`config.mk`:
```
export PLATFORM = sky130hd
export DESIGN_NAME = alu_multicycle
export DESIGN_NICKNAME = d
export VERILOG_FILES = /design/src/rtl/alu_multicycle.sv
export SDC_FILE = /design/constraint.sdc
export NUM_CORES = 1
export LEC_CHECK = 0
export BUFFER_PORTS_ARGS = -buffer_cell sky130_fd_sc_hd__clkbuf_2
export CORE_ASPECT_RATIO = 1.25
export CORE_MARGIN = 3
export CORE_UTILIZATION = 65
export CTS_BUF_LIST = sky130_fd_sc_hd__clkbuf_16
export DETAILED_ROUTE_END_ITERATION = 10
export PLACE_DENSITY = 0.84
export RECOVER_POWER = 100
export SYNTH_ARGS = -nofsm -noshare
export SYNTH_HDL_FRONTEND = slang
export SYNTH_SLANG_ARGS = --single-unit
```
`constraint.sdc`:
```
create_clock -name Clock -period 7.7 [get_ports Clock]
set_input_delay 0.385 -clock Clock [delete_from_list [all_inputs] [get_ports Clock]]
set_output_delay 0.385 -clock Clock [all_outputs]
set_load 0.01 [all_outputs]
```
`src/rtl/alu_multicycle.sv`:
```
// alu_multicycle: execution unit with valid/ready handshakes on both sides.
// ADD/SUB/logic/compare finish in one cycle; UMUL/SMUL run a WIDTH-step
// shift-add engine. Results are 2*WIDTH wide and carry the destination tag.
module alu_multicycle #(
  parameter int WIDTH     = 16,
  parameter int TAG_WIDTH = 8
) (
  input  logic                   Clock,
  input  logic                   Reset,
  input  logic                   iValid,
  output logic                   oReady,
  input  logic [3:0]             iOperation,
  input  logic [WIDTH-1:0]       iA,
  input  logic [WIDTH-1:0]       iB,
  input  logic [TAG_WIDTH-1:0]   iDestination,
  output logic                   oValid,
  input  logic                   iReady,
  output logic [2*WIDTH-1:0]     oResult,
  output logic [TAG_WIDTH-1:0]   oDestination,
  output logic                   oZero,
  output logic                   oCarry,
  output logic                   oError
);

  localparam int CW = (WIDTH > 1) ? $clog2(WIDTH) : 1;

  typedef enum logic [1:0] {IDLE, MUL, DONE} stateType;

  stateType               state, nextState;
  logic [CW-1:0]          counter;
  logic [WIDTH-1:0]       multiplicand;
  logic [2*WIDTH-1:0]     acc;
  logic                   negateResult;

  logic                   accept;
  logic                   isMul;
  logic                   isSigned;
  logic signed [WIDTH-1:0] aSigned;
  logic signed [WIDTH-1:0] bSigned;
  logic [WIDTH-1:0]       magA;
  logic [WIDTH-1:0]       magB;
  logic [WIDTH:0]         sum;
  logic [WIDTH:0]         diff;
  logic [2*WIDTH-1:0]     aluResult;
  logic                   aluCarry;
  logic                   aluError;
  logic [WIDTH:0]         partial;
  logic [2*WIDTH-1:0]     stepAcc;
  logic [2*WIDTH-1:0]     product;

  // Two's-complement magnitude; the most negative value maps onto itself,
  // which is exactly its unsigned magnitude.
  function automatic logic [WIDTH-1:0] magnitude(input logic signed [WIDTH-1:0] v);
    if (v[WIDTH-1]) return ~v + WIDTH'(1);
    else            return v;
  endfunction

  function automatic logic [2*WIDTH-1:0] negate2w(input logic [2*WIDTH-1:0] v);
    return ~v + (2*WIDTH)'(1);
  endfunction

  assign oReady   = (state == IDLE);
  assign oValid   = (state == DONE);
  assign accept   = iValid && oReady;
  assign isMul    = (iOperation == 4'd6) || (iOperation == 4'd7);
  assign isSigned = (iOperation == 4'd7);
  assign aSigned  = iA;
  assign bSigned  = iB;
  assign magA     = isSigned ? magnitude(aSigned) : iA;
  assign magB     = isSigned ? magnitude(bSigned) : iB;

  // Single-cycle operations, evaluated straight from the request inputs
  always_comb begin
    sum       = {1'b0, iA} + {1'b0, iB};
    diff      = {1'b0, iA} - {1'b0, iB};
    aluResult = '0;
    aluCarry  = 1'b0;
    aluError  = 1'b0;
    case (iOperation)
      4'd0: begin
        aluResult = {{WIDTH{1'b0}}, sum[WIDTH-1:0]};
        aluCarry  = sum[WIDTH];
      end
      4'd1: begin
        aluResult = {{WIDTH{1'b0}}, diff[WIDTH-1:0]};
        aluCarry  = diff[WIDTH];
      end
      4'd2: aluResult = {{WIDTH{1'b0}}, iA & iB};
      4'd3: aluResult = {{WIDTH{1'b0}}, iA | iB};
      4'd4: aluResult = {{WIDTH{1'b0}}, iA ^ iB};
      4'd5: aluResult = {{(2*WIDTH-1){1'b0}}, (iA <= iB)};
      4'd6, 4'd7: ;
      default: aluError = 1'b1;
    endcase
  end

  // One shift-add step: the upper half absorbs the multiplicand when the
  // multiplier LSB (acc[0]) is set, then everything shifts right.
  always_comb begin
    partial = {1'b0, acc[2*WIDTH-1:WIDTH]} + {1'b0, (acc[0] ? multiplicand : {WIDTH{1'b0}})};
    stepAcc = {partial, acc[WIDTH-1:1]};
    product = negateResult ? negate2w(stepAcc) : stepAcc;
  end

  // State register
  always_ff @(posedge Clock or negedge Reset) begin
    if (!Reset) state <= IDLE;
    else        state <= nextState;
  end

  // Next-state decode
  always_comb begin
    nextState = state;
    case (state)
      IDLE:    if (accept) nextState = isMul ? MUL : DONE;
      MUL:     if (counter == '0) nextState = DONE;
      DONE:    if (iReady) nextState = IDLE;
      default: nextState = IDLE;
    endcase
  end

  // Operand capture, multiply iteration and result/flag registers
  always_ff @(posedge Clock or negedge Reset) begin
    if (!Reset) begin
      counter      <= '0;
      multiplicand <= '0;
      acc          <= '0;
      negateResult <= 1'b0;
      oResult      <= '0;
      oDestination <= '0;
      oZero        <= 1'b0;
      oCarry       <= 1'b0;
      oError       <= 1'b0;
    end else begin
      case (state)
        IDLE: begin
          if (accept) begin
            oDestination <= iDestination;
            if (isMul) begin
              multiplicand <= magA;
              acc          <= {{WIDTH{1'b0}}, magB};
              counter      <= CW'(WIDTH - 1);
              negateResult <= isSigned && (iA[WIDTH-1] ^ iB[WIDTH-1]);
              oCarry       <= 1'b0;
              oError       <= 1'b0;
            end else begin
              oResult <= aluResult;
              oCarry  <= aluCarry;
              oError  <= aluError;
              oZero   <= (aluResult == '0);
            end
          end
        end
        MUL: begin
          acc     <= stepAcc;
          counter <= counter - CW'(1);
          if (counter == '0) begin
            oResult <= product;
            oZero   <= (product == '0);
          end
        end
        default: ;
      endcase
    end
  end

endmodule

```
==> flow_summary.yaml <==
yosys:
  synth-seq-cells: 98
  synthDistinctLibCells: 84
  synth_edf_count: 0
  synthFlopType: "dfrtp_1"
  syn_area_um2: 8990
  synthArstFlopShare: 1.00
  synth_largest_area_cell: "dfrtp_1"
  ys.warnings.count: 0
  synth_area_leaders: "dfrtp_1 (27%), ha_1 (9.5%), o21ai_0 (5.5%)"
  synth.top_cell.area_share: 0.273
  synth_cells: 1129
  syn_nets: 1248
  synth_area_per_cell_um2: 7.96
  seq_area_frac_synth: 0.273
global_routing:
  grt_usage: 0.346
  grt_pass1_vias: 8245
  gr-total-overflow: 0
  grt_max_degree: 58
  grt_pass1_wl_mm: 42.6
  antenna_found_initial: 0
finish:
  drive_gt1_frac: 0.0799
  final_cell_mix: "nand2_1 (128), o21ai_0 (101), dfrtp_1 (98)"
  syn_to_final_growth_pct: 7.22
  layout_commonest_cell: "nand2_1"
  nets: 1292
  final_cells: 1348
  antenna_cells: 0
worst_setup_path:
  r2r_setup_slack_ns: 3.36
  crit_chain: "clkbuf_1, clkbuf_1"
  crit_path_start: "Reset"
  path_class: "in -> async"
  cp.arrival_ns: 4.19
  reg2reg_depth: 12
  crit_path_frequent_cell: "clkbuf_1"
  cpPeakStageDelay_ns: 2.17
  critPathBufInv: 2
  r2r-start: "acc[0]$_DFFE_PN0P_"
  critPathMaxFanout: 57
  r2r_end: "oZero$_DFFE_PN0P_"
  slowest_stage: "clkbuf_1"
  critical_path.top_delay_family: "buffers and inverters"
  required_ns: 7.52
  crit_path_end_kind: "asynchronous set/reset pin"
  cp-start-kind: "input port"
timing:
  fin_skew_ns: 0.0176
  setup_viol: 0
  hold_viol_final: 0
  holdWs_ns: 0.205
  min_period_over_period: 0.567
  finalCriticalPeriod_ns: 4.37
  worst_pin_slew_ns: 2.89
  maxSlewViolCount: 236
  grt_setup_unrepaired: "no"
  slew_headroom: -0.929
  max_freq_ghz: 0.229
  setup_ws_ns: 3.33
  tns_ns: 0
power:
  power_density_nw_per_um2: 296
  max-vdd-ir-drop_mv: 0.158
  p_int_w: 0.00151
  p_clk_frac: 0.157
  combPwrFrac: 0.540
  seq_power_share: 0.303
  p_total_w: 0.00285
  p_leak_nw: 4.30
  power.switching_w: 0.00134
  sw_frac_of_total: 0.469
floorplanning:
  ios: 93
  initial_core_util: 0.671
  core-area_um2: 13400
  rows: 47
  die-area_um2: 15300
  die_h_um: 138
  die_w_um: 111
clock_tree:
  cts_setup_buffers: 0
  cts_buffers: 9
  holdBufCountCts: 0
  clkSinkCount: 98
  cts-resized-gates: 0
  htreeDepth: 3
  cts_tree: "built"
  clk-insertion-delay-late_ns: 0.36
  cts.clk_slew.worst_paths_ns: 0.08
  cts.path.max_buffers: 2
  cts_root_buffer: "clkbuf_16"
run_status:
  violations: "capacitance limit, slew limit"
  status: "finished, violations left"
drt:
  post_drt_wl_per_cell_um: 20.0
  drc: 0
  ant_nets: 0
  route.met3.wl_mm: 2.09
  wl_met1_mm: 10.4
  via_per_inst: 6.65
  top_layer_used: "met4"
  drtIter0Drc: 796
  dr.pass1.iters: 5
  routed_wl_mm: 26.9
  vias: 8960
  wl_met2_mm: 12.8
placement:
  place_inst: 1333
  io_buffers: 92
  dp_hpwl_mm: 20.6
  routabilityCongestion: 1.02
  place_ws_ns: 3.69
min_path:
  min_from: "iReady"
  hold_class: "in -> reg"
  worstHoldEndpoint: "state[1]$_DFFE_PN0P_"
  hold_depth: 2
flow_run:
  max-cap-violations: 5
-- synth_stat cells, types with 19 or more instances --
| cell | n |
|---|---|
| a21oi_1 | 60 |
| xor2_1 | 24 |
| and2_1 | 19 |
| dfrtp_1 | 98 |
| xnor2_1 | 44 |
| ha_1 | 68 |
| nand3_1 | 29 |
| o21ai_0 | 99 |
| nor2_1 | 93 |
| clkbuf_1 | 57 |
| nand2_1 | 128 |
| nor3_1 | 24 |
| inv_1 | 61 |
-- state kept, by name, indices dropped and copies added, names as in the netlist --
signal,cells
negateResult,1
oDestination,8
acc,32
oCarry,1
state,2
multiplicand,16
oResult,32
oError,1
counter,4
oZero,1
-- power by group through the flow --
| stage | combinational [W] | sequential (W) | clock, W |
|---|---|---|---|
| floorplan | 0.00117 | 0.000812 | 0 |
| global placement | 0.00151 | 0.000858 | 0 |
| detailed placement | 0.00154 | 0.000867 | 0 |
| CTS | 0.00155 | 0.000859 | 0.000449 |
| global route | 0.00169 | 0.000886 | 0.000470 |
| finish | 0.00154 | 0.000864 | 0.000448 |
-- metrics by stage --
step	instance area, um2	util
2_1_floorplan	8990	-
3_3_place_gp	9470	0.706
3_5_place_dp	9470	0.706
4_1_cts	9760	0.728
5_1_grt	9640	0.719
6_report	9640	0.719
-- final cells by class --
class                      count  area, um2
clock buffer                   9        225
clock inverter                 6       66.3
fill                        1158       3770
inverter                      61        229
multi-input combinational    902       6000
sequential                    98       2450
tap                          171        214
timing repair buffer         101        455
-- worst max path at each step --
stage,cells after the start,to
floorplan,13,oZero$_DFFE_PN0P_
global placement,13,oZero$_DFFE_PN0P_
detailed placement,13,oZero$_DFFE_PN0P_
CTS,13,oZero$_DFFE_PN0P_
global route,2,acc[15]$_DFFE_PN0P_
finish,2,acc[9]$_DFFE_PN0P_
-- metal layers --
layer / vias to the layer above / global-route usage
met2: 470 / 0.580
met1: 4192 / 0.430
li1: 4186 / -
met3: 112 / 0.0488
met5: - / 0
met4: 0 / 0.197
-- cell families (layout without fill, tap and decap cells) --
family,count (synthesis),count (layout),synth area share
fa+ha+maj,71,71,0.101
simple gates,394,394,0.215
flops,98,98,0.273
mux,16,16,0.0192
buf+inv,129,177,0.0579
xor+xnor,69,69,0.0680
compound gates,352,352,0.266
Power figures use the tool's default switching activity.
